--- src/rtl/div.sv ---
// Multi-cycle 32-bit restoring radix-2 divider (DIV/DIVU/REM/REMU), result = {remainder, quotient}.
// Optional macro DIV_ANNUL_EN: annul_i aborts the current division with priority over start_i.
module div (
    input  logic        clk,
    input  logic        rst,
    input  logic        signed_div_i,
    input  logic [31:0] opdata1_i,
    input  logic [31:0] opdata2_i,
    input  logic        start_i,
    input  logic        annul_i,
    output logic [63:0] result_o,
    output logic        ready_o
);

    typedef enum logic [1:0] {S_FREE, S_BYZERO, S_ON, S_END} state_e;

    state_e      state_q;
    logic [5:0]  cnt_q;
    logic        signed_q, neg1_q, neg2_q;
    logic [31:0] raw_q, divisor_q, rem_q, quo_q;
    logic [63:0] result_q;
    logic        ready_q;

    logic [31:0] mag1_d, mag2_d, rem_d, quo_d, q_fix_d, r_fix_d;
    logic [32:0] trial_d;
    logic        annul_act;

`ifdef DIV_ANNUL_EN
    assign annul_act = annul_i;
`else
    logic unused_annul;
    assign annul_act    = 1'b0;
    assign unused_annul = annul_i;
`endif

    always_comb begin
        mag1_d  = (signed_div_i && opdata1_i[31]) ? -opdata1_i : opdata1_i;
        mag2_d  = (signed_div_i && opdata2_i[31]) ? -opdata2_i : opdata2_i;
        // quo_q doubles as the dividend shifter: its MSB feeds the remainder, quotient bits enter at the LSB
        trial_d = {rem_q, quo_q[31]} - {1'b0, divisor_q};
        rem_d   = trial_d[32] ? {rem_q[30:0], quo_q[31]} : trial_d[31:0];
        quo_d   = {quo_q[30:0], ~trial_d[32]};
        q_fix_d = (signed_q && (neg1_q ^ neg2_q)) ? -quo_q : quo_q;
        r_fix_d = (signed_q && neg1_q) ? -rem_q : rem_q;
    end

    always_ff @(posedge clk) begin
        if (rst) begin
            state_q   <= S_FREE;
            cnt_q     <= '0;
            signed_q  <= 1'b0;
            neg1_q    <= 1'b0;
            neg2_q    <= 1'b0;
            raw_q     <= '0;
            divisor_q <= '0;
            rem_q     <= '0;
            quo_q     <= '0;
            result_q  <= '0;
            ready_q   <= 1'b0;
        end else if (annul_act) begin
            state_q  <= S_FREE;
            result_q <= '0;
            ready_q  <= 1'b0;
        end else begin
            case (state_q)
                S_FREE: begin
                    if (start_i) begin
                        signed_q  <= signed_div_i;
                        neg1_q    <= signed_div_i & opdata1_i[31];
                        neg2_q    <= signed_div_i & opdata2_i[31];
                        raw_q     <= opdata1_i;
                        divisor_q <= mag2_d;
                        rem_q     <= '0;
                        quo_q     <= mag1_d;
                        cnt_q     <= '0;
                        state_q   <= (opdata2_i == '0) ? S_BYZERO : S_ON;
                    end
                end
                S_BYZERO: begin
                    if (!start_i) begin
                        state_q  <= S_FREE;
                        result_q <= '0;
                        ready_q  <= 1'b0;
                    end else begin
                        state_q  <= S_END;
                        result_q <= {raw_q, 32'hFFFF_FFFF};
                        ready_q  <= 1'b1;
                    end
                end
                S_ON: begin
                    if (!start_i) begin
                        state_q  <= S_FREE;
                        result_q <= '0;
                        ready_q  <= 1'b0;
                    end else if (cnt_q != 6'd32) begin
                        rem_q <= rem_d;
                        quo_q <= quo_d;
                        cnt_q <= cnt_q + 6'd1;
                    end else begin
                        state_q  <= S_END;
                        result_q <= {r_fix_d, q_fix_d};
                        ready_q  <= 1'b1;
                    end
                end
                S_END: begin
                    if (!start_i) begin
                        state_q  <= S_FREE;
                        result_q <= '0;
                        ready_q  <= 1'b0;
                    end
                end
                default: state_q <= S_FREE;
            endcase
        end
    end

    assign result_o = result_q;
    assign ready_o  = ready_q;

endmodule

--- config.mk ---
export PLATFORM = sky130hd
export DESIGN_NAME = div
export DESIGN_NICKNAME = d
export VERILOG_FILES = /design/src/rtl/div.sv
export SDC_FILE = /design/constraint.sdc
export NUM_CORES = 1
export LEC_CHECK = 0
export CAP_MARGIN = 20
export CORE_MARGIN = 2
export CORE_UTILIZATION = 55
export DETAILED_ROUTE_END_ITERATION = 10
export PLACE_DENSITY = 0.78
export SYNTH_ARGS = -nofsm -noshare
export SYNTH_HDL_FRONTEND = slang
export SYNTH_SLANG_ARGS = --single-unit
--- constraint.sdc ---
create_clock -name clk -period 3.32 [get_ports clk]
set_clock_uncertainty 0.1 [all_clocks]
set_input_delay 0.664 -clock clk [delete_from_list [all_inputs] [get_ports clk]]
set_output_delay 0.664 -clock clk [all_outputs]
set_load 0.02 [all_outputs]
## Yosys cells after proc, flatten, opt, wreduce, memory -nomap -nowiden

Cells that the tools add are included.

- Output and inout bits: 65
- Input bits: 69
- Flip-flop bits (word level): 204
- Word-level logic and storage cells: 76

- Reduce and logical (&&, ||, !) cells: 12
- Multiplexer cells: 34
- $add $sub $neg: 6
- Bitwise logic cells: 4
- Equal/unequal tests: 9

Operators with widths:

| kind | number |
|---|---|
| 2-to-1 mux 32 bit | 11 |
| 2-to-1 mux 64 bit | 4 |
| one-hot mux 64 bit (3 select lines) | 1 |
| negation 32 bit | 4 |
| one-hot mux 32 bit (2 select lines) | 2 |
| subtractor 33 x 32 -> 33 bit | 1 |
| logical NOT 32 bit | 1 |
| 2-to-1 mux 6 bit | 3 |
| 2-to-1 mux 2 bit | 6 |
| one-hot mux 6 bit (2 select lines) | 1 |
| inequality test 2 bit (second input constant) | 4 |
| one-hot mux 2 bit (4 select lines) | 1 |
| adder 6 x 1 -> 6 bit (second input constant) | 1 |
| inequality test 6 bit (second input constant) | 1 |
| AND reduction 3 bit | 2 |
| == test 2 bit (second input constant) | 2 |
| logical AND 1 bit | 4 |
| 2-to-1 mux 1 bit | 4 |
| AND reduction 4 bit | 1 |
| inequality test 3 bit (second input constant) | 1 |
| one-hot mux 1 bit (3 select lines) | 1 |
| nonzero test 3 bit | 1 |
| AND 1 bit | 2 |
| == test 2 x 1 -> 1 bit (second input constant) | 1 |
| other kinds (5) | 5 |

## Logic depth before layout (Yosys ltp)

Gate-level depths: netlist of run 1.

- Depth in word-level cells: 6
- Gate-level depth with buffers: 13
- Depth with buffers taken out: 11

## Worst setup path after synthesis of run 1

No wires, ideal clock.

- Path type: register to register
- Start point: register rem_q[12]
- End point: register rem_q[3]
- Path slack: 0.473 ns
- Cell stages (with the launch flop): 13
- Path buffers: 3
- Arrival time: 2.620 ns
- Cell sequence: dfxtp_1 ha_1 buf_2 a21oi_2 o21ai_0 nor3_2 a211oi_2 or4b_4 nand3_2 buf_6 buf_6 mux2i_1 o21ai_1

- Longest elaborated chain between the ends: 5

RTL lines:

| item | RTL line | RTL |
|---|---|---|
| start: declaration | 20 | `logic [31:0] raw_q, divisor_q, rem_q, quo_q;` |
| start signal: assignment | 96 | `rem_q <= rem_d;` |
| subtractor 33 x 32 -> 33 bit | 40 | `trial_d = {rem_q, quo_q[31]} - {1'b0, divisor_q};` |
| 2-to-1 mux 32 bit | 41 | `rem_d = trial_d[32] ? {rem_q[30:0], quo_q[31]} : trial_d[31:0];` |
| 2-to-1 mux 32 bit | 95 | `end else if (cnt_q != 6'd32) begin` |
| 2-to-1 mux 32 bit | 91 | `if (!start_i) begin` |
| one-hot mux 32 bit (2 select lines) | 65 | `case (state_q)` |

Every way passes these cells. The select of a mux whose other input is x is not followed.
A chain may end at the register's enable or synchronous reset.

## Final worst setup path of run 1

- Start point: register quo_q[31]
- End point: register rem_q[23]

- Longest elaborated chain between the ends: 5

RTL lines:

| item | RTL line | RTL |
|---|---|---|
| start: declaration | 20 |  |
| start signal: assignment | 74 | `quo_q <= mag1_d;` |
| start signal: assignment | 97 | `quo_q <= quo_d;` |
| subtractor 33 x 32 -> 33 bit | 40 |  |
| 2-to-1 mux 32 bit | 41 |  |
| 2-to-1 mux 32 bit | 95 |  |
| 2-to-1 mux 32 bit | 91 |  |
| one-hot mux 32 bit (2 select lines) | 65 |  |

Every way passes these cells. The select of a mux whose other input is x is not followed.

==> flow_summary.ini, run 1 <==
[pwr]
peakVddDrop_uv = 399
power_mw = 11.1
power_density_nw_per_um2 = 709
p_leak_nw = 6.24

[clock_tree]
clk_pin_slew_worst_paths_ps = 60
tritoncts = built
hold_buffers = 0
clk_latency_ps = 520
root_buffer = clkbuf_16
cts_buffers = 23
clockBufferDepth = 3
htreeDepth = 1
clock_sinks = 204

[placed_design]
io_buffer_count = 132
placedCellCount = 2038
hpwl_um = 27700
place.gp.congestion = 0.965

[route]
drtIter0Drc = 1249
firstDrtPassIters = 6
vias = 12800
route.top_layer_used = met4
route.met3.wl_um = 2630
wl_met1_um = 15900
avgRoutedWirePerCell_um = 18.0
wl_met2_um = 17600
wl_um = 37500
routed_via_density = 6.16
ant_nets = 0
drc_errors = 0

[logic_synthesis]
async_reset_ff_share_pct = 0
ys_ff_latch = 204
syn-num-nets = 1760
syn_area_um2 = 12800
synth_cell_types = 86
yosys_most_used_dff = dfxtp_1
yosysSeqAreaShare_pct = 32.0
yosysWarnings = 0
netlist.area_leader.share_pct = 32.0
synth-edff-count = 0
avgSynthCellArea_um2 = 7.73
netlist_top_cells_area = dfxtp_1 32%, nand2_1 6.2%, a21oi_1 5.8%
syn_inst = 1649
synth_top_area_cell = dfxtp_1

[critical_path]
required_ps = 3680
rrSetupSlack_ps = 90
critPathArrivalTime_ps = 3590
critPathLaunchType = register
crit_type = reg2reg
reg2reg_depth = 11
crit_fanout = 4
cp-end-kind = register

[sta]
slew-limit-headroom_pct = 43.8
min_period_ps = 3230
max_slew.worst_pin.slew_ps = 844
fin_tns_setup_ps = 0
max_freq_mhz = 310
setup_viol = 0
finalHoldViolations = 0
slew_violations = 0
min_period_over_period_pct = 97.2

[floorplan]
initial_core_util_pct = 56.2
die_x_um = 156
die_h_um = 156
core_area_um2 = 22700
ios = 134
die_area_um2 = 24400
rows = 55

[cells_and_area]
area_delta_synth_final_pct = 22.4
nets = 1893
antenna_cells = 0
final_cells = 2084
ff_latch_area_um2 = 4090
multiInputGateArea_um2 = 8060
fin_util_pct = 68.7
num-fill-cells = 1860
layout_common_cells = 210 x nand2_1, 203 x dfxtp_1, 178 x nor2_1, 146 x a21oi_1, 131 x clkdlybuf4s50_1
mostFrequentLayoutCell = nand2_1
layout-drive-gt1-share_pct = 10.8

[global_routing]
grt_pass1_wl_um = 59400
grt_pass1_vias = 11800
antenna_found_initial = 0
grt_remaining_overflow = 0
grt_start_max_net_pins = 65
grt_usage_pct = 29.9

[worst_hold_path]
min_path_cells = 2
hp-class = reg2reg

[run]
maxCapViolCount = 0

[run_status]
outcome = completed
layout make-up:
class / count / share of cell area, %
multi-input cells: 1275 / 51.6
flip-flops and latches: 204 / 26.2
repair buffers: 217 / 13.0
clock buffers: 34 / 4.53
well taps: 285 / 2.28
inverters: 61 / 1.47
clock inverters: 8 / 0.922
per-layer routing:
metal	vias up	GRT usage, %
met3	109	3.57
met1	6019	38.7
met4	0	10.9
li1	6143	-
met5	-	0
met2	565	51.1
power by group:
| part | switching (mW) | internal, mW |
|---|---|---|
| registers | 0.437 | 3.01 |
| clock network | 1.04 | 1.78 |
| logic | 2.88 | 1.93 |
| total | 4.36 | 6.72 |
through the flow:
step                      worst slack (ps)  area (um2)  hold slack (ps)
after floorplan                        473       12800              332
after global placement                6.54       14700              344
after detailed placement             -51.1       14700              349
after CTS                             29.2       15500              357
after global routing                -0.862       15600              366
final                                 92.4       15600              356
cell usage after synthesis (7+ instances only):
cell / count
nand2b_1: 11
nor3_1: 70
a21o_1: 14
a31oi_1: 11
nor4_1: 9
ha_1: 41
or3_1: 11
dfxtp_1: 204
o21ai_0: 99
a21oi_1: 149
xnor2_1: 77
and2_1: 11
o41ai_1: 9
o41ai_2: 7
inv_1: 61
nand4_1: 9
a221oi_1: 30
a211oi_1: 33
buf_1: 8
nand2_1: 210
clkbuf_1: 90
o22ai_1: 8
nand3_1: 18
a311oi_1: 9
nor2_1: 179
o21ai_1: 21
mux2i_1: 28
xor2_1: 61
o21a_1: 10
o211ai_1: 14
o31ai_1: 15
path summary, 6_finish.rpt:
| check | start | endpoint |
|---|---|---|
| hold reg to reg | raw_q[3] | raw_q[3] |
| setup / recovery | quo_q[31] | rem_q[23] |
| hold / removal | raw_q[3] | raw_q[3] |
| setup reg to reg | quo_q[31] | rem_q[23] |
flip-flops by register name, indices dropped and copies added, names as in the netlist, 2 cells and up:
register   count
result_o      64
divisor_q     32
quo_q         32
raw_q         32
rem_q         32
cnt_q          6
state_q        2
worst max-delay path: stages (launching register included):
cell and delay [ps]:
dfxtp_1 340, inv_1 100, ha_1 230, fa_2 380, nor2b_2 130, o31a_1 240, o221ai_4 160, a211oi_4 350
or4b_4 190, nand3_2 120, or4b_2 690, nand3_1 110
logic make-up after synthesis:
logic type,count (synthesis),synth area share (%)
and+or+nand+nor,587,21.9
AOI/OAI and AO/OA,478,24.7
DFF,204,32.0
buffers and inverters,170,5.36
xor gates and xnor gates,138,9.48
adders and majority gates,42,4.18
muxes,30,2.37
repair_timing:
action                                  CTS  global route
gates resized for setup                   0            10
endpoints found under the setup margin    0            26
buffers inserted                          0             4
Power figures use the tool's default switching activity.
==> inputs of run 2 (changes only) <==
--- a/config.mk
+++ b/config.mk
@@ -7,9 +7,9 @@
 export LEC_CHECK = 0
 export CAP_MARGIN = 20
 export CORE_MARGIN = 2
-export CORE_UTILIZATION = 55
+export CORE_UTILIZATION = 45
 export DETAILED_ROUTE_END_ITERATION = 10
-export PLACE_DENSITY = 0.78
+export PLACE_DENSITY = 0.7
 export SYNTH_ARGS = -nofsm -noshare
 export SYNTH_HDL_FRONTEND = slang
 export SYNTH_SLANG_ARGS = --single-unit
==> flow_summary.ini, run 2 (synthesized netlist as in run 1, its figures left out) <==
[critical_path]
crit_fanout = 6
cp-end-kind = register
required_ps = 3710
crit_type = reg2reg
cpPeakStageDelay_ps = 490
cpMaxStageDelayCell = or4_1
critPathArrivalTime_ps = 3570
crit_buf_inv = 2
critical-path-top-delay-family = simple AND/OR/NAND/NOR gates
crit_chain = inv_1, ha_1, fa_1, nor2b_1, o31a_1, o221ai_2, a211oi_4, or4b_4, nand3_4, buf_4, or4_1, nand2_1
critPathLaunchType = register

[cells_and_area]
final_cells = 2180
num-fill-cells = 2610
ff_latch_area_um2 = 4090
largest_reg_flops = 64
layout-drive-gt1-share_pct = 10.8
multiInputGateArea_um2 = 8040
mostFrequentLayoutCell = nand2_1
area_delta_synth_final_pct = 23.5
layout_common_cells = 210 x nand2_1, 203 x dfxtp_1, 178 x nor2_1, 145 x a21oi_1, 131 x clkdlybuf4s50_1
antenna_cells = 0
nets = 1896

[floorplan]
die_x_um = 172
die_area_um2 = 29700
rows = 61
die_h_um = 172
core_area_um2 = 27900
initial_core_util_pct = 45.8
ios = 134

[route]
drc_errors = 0
routed_via_density = 5.69
wl_um = 37800
drtIter0Drc = 983
vias = 12400
firstDrtPassIters = 5
ant_nets = 0
avgRoutedWirePerCell_um = 17.4

[sta]
max_slew.worst_pin.slew_ps = 724
setup_viol = 0
fin_tns_setup_ps = 0
max_freq_mhz = 314
slew_violations = 0
min_period_over_period_pct = 96.0
whs_ps = 355
finalHoldViolations = 0
slew-limit-headroom_pct = 51.7
rsz0062_at_grt = false
min_period_ps = 3190

[placed_design]
io_buffer_count = 132
hpwl_um = 28100
placedCellCount = 2136
place.gp.congestion = 0.915

[run]
maxCapViolCount = 0

[global_routing]
antenna_found_initial = 0
grt_start_max_net_pins = 98
grt_pass1_vias = 11500
grt_remaining_overflow = 0
grt_pass1_wl_um = 59300
grt_usage_pct = 24.9

[clock_tree]
root_buffer = clkbuf_16
cts_buffers = 24
clock_sinks = 204
clk_pin_slew_worst_paths_ps = 60
htreeDepth = 1
clockBufferDepth = 3
post-cts-setup-buffer-count = 0
tritoncts = built
clk_latency_ps = 540

[run_status]
outcome = completed

[pwr]
internal_power_mw = 6.61
peakVddDrop_uv = 512
switchingPower_mw = 4.37
p_leak_nw = 6.25
swShare_pct = 39.8
combPwrFrac_pct = 42.9
power_frac_seq_pct = 31.4
power_frac_clock_pct = 25.7
power_density_nw_per_um2 = 697

[worst_hold_path]
hp-class = reg2reg
==> run 2: changes by cell type in the layout (fill, tap and decap cells not counted), sizes merged <==
cell and delta:
clkbuf -5, inv +1, clkinvlp +3, buf +1
clkinv +3
==> run 2: area by class of cell <==
| class | count | share of cell area (%) |
|---|---|---|
| Clock inverter | 15 | 1.29 |
| Clock buffer | 28 | 4.10 |
| Timing Repair Buffer | 219 | 13.2 |
| Sequential cell | 204 | 25.9 |
| Tap cell | 378 | 3.00 |
| Inverter | 61 | 1.45 |
| Multi-Input combinational cell | 1275 | 51.0 |
==> run 2: power by group through the flow <==
stage               clock, mW  combinational, mW  sequential, mW
floorplan                   0               2.76            3.73
global route             2.96               5.18            3.52
global placement            0               4.61            3.48
CTS                      2.87               4.70            3.45
detailed placement          0               4.67            3.49
finish                   2.82               4.70            3.45
==> run 2: worst min-delay path: cells and delay by family, from the launching register on <==
| kind | cells | cell delay [ps] |
|---|---|---|
| AOI/OAI and AO/OA | 1 | 50 |
| DFF | 1 | 310 |
| and+or+nand+nor | 1 | 50 |
==> run 2: metal layers <==
layer	GRT usage (%)	up-vias	share of wire [%]
li1	-	6149	-
met1	33.1	5786	44
met2	41.3	403	46
met3	2.88	76	6.4
met4	9.68	0	3.6
met5	0	-	0
==> run 2: path summary, 6_finish.rpt <==
kind,startpoint,to,slack (ps),cells after the start
setup / recovery,quo_q[31],rem_q[30],130,12
hold reg to reg,raw_q[8],raw_q[8],360,2
hold / removal,raw_q[8],raw_q[8],360,2
setup reg to reg,quo_q[31],rem_q[30],130,12
==> run 2: what timing repair did <==
item / CTS / global route
hold buffers: 0 / 0
resized for setup: 0 / 7
endpoints found under the setup margin: 0 / 12
hold endpoints to repair: 0 / 0
==> run 2: per-stage QoR <==
stage	total power, mW	util (%)	cell area, um2	setup slack (ps)
finish	11.0	56.6	15800	131
global route	11.7	56.6	15800	1.00
CTS	11.0	56.3	15700	79.6
detailed placement	8.16	53.3	14800	-94.2
global placement	8.09	53.3	14800	-31.3
floorplan	6.49	-	12800	473
==> inputs of run 3 (changes only) <==
--- a/config.mk
+++ b/config.mk
@@ -5,11 +5,12 @@
 export SDC_FILE = /design/constraint.sdc
 export NUM_CORES = 1
 export LEC_CHECK = 0
+export ABC_AREA = 1
 export CAP_MARGIN = 20
 export CORE_MARGIN = 2
-export CORE_UTILIZATION = 45
+export CORE_UTILIZATION = 30
 export DETAILED_ROUTE_END_ITERATION = 10
-export PLACE_DENSITY = 0.7
+export PLACE_DENSITY = 0.51
 export SYNTH_ARGS = -nofsm -noshare
 export SYNTH_HDL_FRONTEND = slang
 export SYNTH_SLANG_ARGS = --single-unit
==> flow_summary.ini, run 3 <==
[logic_synthesis]
yosys_most_used_dff = dfxtp_1
synthTopCellsByCount = 548 x nand2_1, 333 x inv_1, 261 x a21oi_1
ys_ff_latch = 204
netlist.area_leader.share_pct = 28.0
syn-num-nets = 2482
synth-edff-count = 0
netlist_top_cells_area = dfxtp_1 28%, nand2_1 14%, a21oi_1 9.0%
avgSynthCellArea_um2 = 6.15
yosysSeqAreaShare_pct = 28.0
synth_cell_types = 51
yosysMostFrequentCell = nand2_1
synth_top_area_cell = dfxtp_1
async_reset_ff_share_pct = 0
yosysWarnings = 0
syn_area_um2 = 14600
syn_inst = 2371

[cells_and_area]
layout-drive-gt1-share_pct = 7.08
antenna_cells = 0
final_cells = 3102
largest_reg_flops = 64
layout_common_cells = 548 x nand2_1, 331 x inv_1, 261 x a21oi_1, 210 x o21ai_0, 205 x nand3_1
area_delta_synth_final_pct = 19.5
multiInputGateArea_um2 = 8790
mostFrequentLayoutCell = nand2_1
num-fill-cells = 5214
nets = 2580
ff_latch_area_um2 = 4080

[critical_path]
crit_type = reg2reg
required_ps = 3600
crit_fanout = 16
critPathLaunchType = register
critPathArrivalTime_ps = 3140
cp-end-kind = register

[clock_tree]
cts_buffers = 26
clock_sinks = 204
clk_latency_ps = 560
tritoncts = built
root_buffer = clkbuf_16
clockBufferDepth = 3
hold_buffers = 0
htreeDepth = 1
post-cts-setup-buffer-count = 0
clk_pin_slew_worst_paths_ps = 60
ctsResizeCount = 0

[global_routing]
use_met3_pct = 3.51
grt_use_met1_pct = 32.8
grt_pass1_vias = 14200
grt_usage_pct = 21.3
grt_busiest_layer = met1
grt_start_max_net_pins = 73
antenna_found_initial = 1
grt_pass1_wl_um = 83800
grt_remaining_overflow = 0
grtUsageMet2_pct = 30.9

[route]
drc_errors = 0
firstDrtPassIters = 7
wl_um = 54900
avgRoutedWirePerCell_um = 17.7
vias = 15600
ant_nets = 0
routed_via_density = 5.03
drtIter0Drc = 1318

[floorplan]
ios = 134
initial_core_util_pct = 30.5
core_area_um2 = 47800
die_area_um2 = 50400
die_x_um = 225
rows = 80
die_h_um = 225

[pwr]
peakVddDrop_uv = 517
p_leak_nw = 8.02
power_density_nw_per_um2 = 815

[sta]
rsz0062_at_grt = false
max_freq_mhz = 350
slew-limit-headroom_pct = 34.5
max_slew.worst_pin.slew_ps = 982
whs_ps = 367
min_period_ps = 2860
slew_violations = 0
setup_viol = 0
fin_tns_setup_ps = 0
min_period_over_period_pct = 86.0
finalHoldViolations = 0

[placed_design]
io_buffer_count = 132
hpwl_um = 43000
place.gp.congestion = 0.915
placedCellCount = 3056

[worst_hold_path]
hp-class = reg2reg

[run]
maxCapViolCount = 0

[run_status]
outcome = completed
==> run 3: power breakdown <==
part,switching (mW),internal (mW)
clock network,1.16,1.83
registers,0.715,3.31
logic,4.80,2.38
total,6.67,7.53
==> run 3: final timing paths <==
check	from	to	slack, ps	depth (start not counted)
max reg2reg	quo_q[31]	rem_q[13]	460	17
max	quo_q[31]	rem_q[13]	460	17
min reg2reg	divisor_q[31]	divisor_q[31]	370	2
min	divisor_q[31]	divisor_q[31]	370	2
==> run 3: through the flow <==
step                cell area (um2)  setup WS, ps  total power [mW]  utilization [%]
floorplan                     14600           967              8.37                -
CTS                           17400           472              14.2             36.4
finish                        17400           465              14.2             36.4
detailed placement            16500           383              11.1             34.6
global placement              16500           396              11.1             34.6
global route                  17400           252              15.2             36.4
==> run 3: cell type report <==
type	instances	area share [%]
Sequential cell	204	23.4
Tap cell	615	4.41
Clock buffer	35	4.16
Timing Repair Buffer	168	9.24
Multi-Input combinational cell	1728	50.4
Inverter	341	7.35
Clock inverter	11	0.990
==> run 3: critical path, cell delays in order (launching register included) <==
cell	delay, ps
dfxtp_1	340
inv_1	80
ha_1	220
fa_1	440
inv_1	150
nand2_1	60
nand2_1	70
nand3_1	80
nand2_2	140
nand2_2	70
nand2_2	90
nand2_4	90
nand2_4	120
nand2_4	130
nand2_4	250
nand2_1	90
nand3_1	80
a21oi_1	60
==> run 3: kinds of logic (layout without fill, tap and decap cells) <==
kind of cell	Yosys count	after routing	share of synthesized area, %
adders and majority gates	42	42	3.65
and+or+nand+nor	1089	1089	33.2
DFF	204	204	28.0
xor gates and xnor gates	45	45	2.70
AOI/OAI and AO/OA	552	552	20.6
buffers and inverters	439	555	11.8
==> run 3: metal layers <==
layer	wire [um]	part of all wire (%)
met5	0	0
met3	3690	6.7
met4	928	1.7
met2	22300	41
met1	27900	51
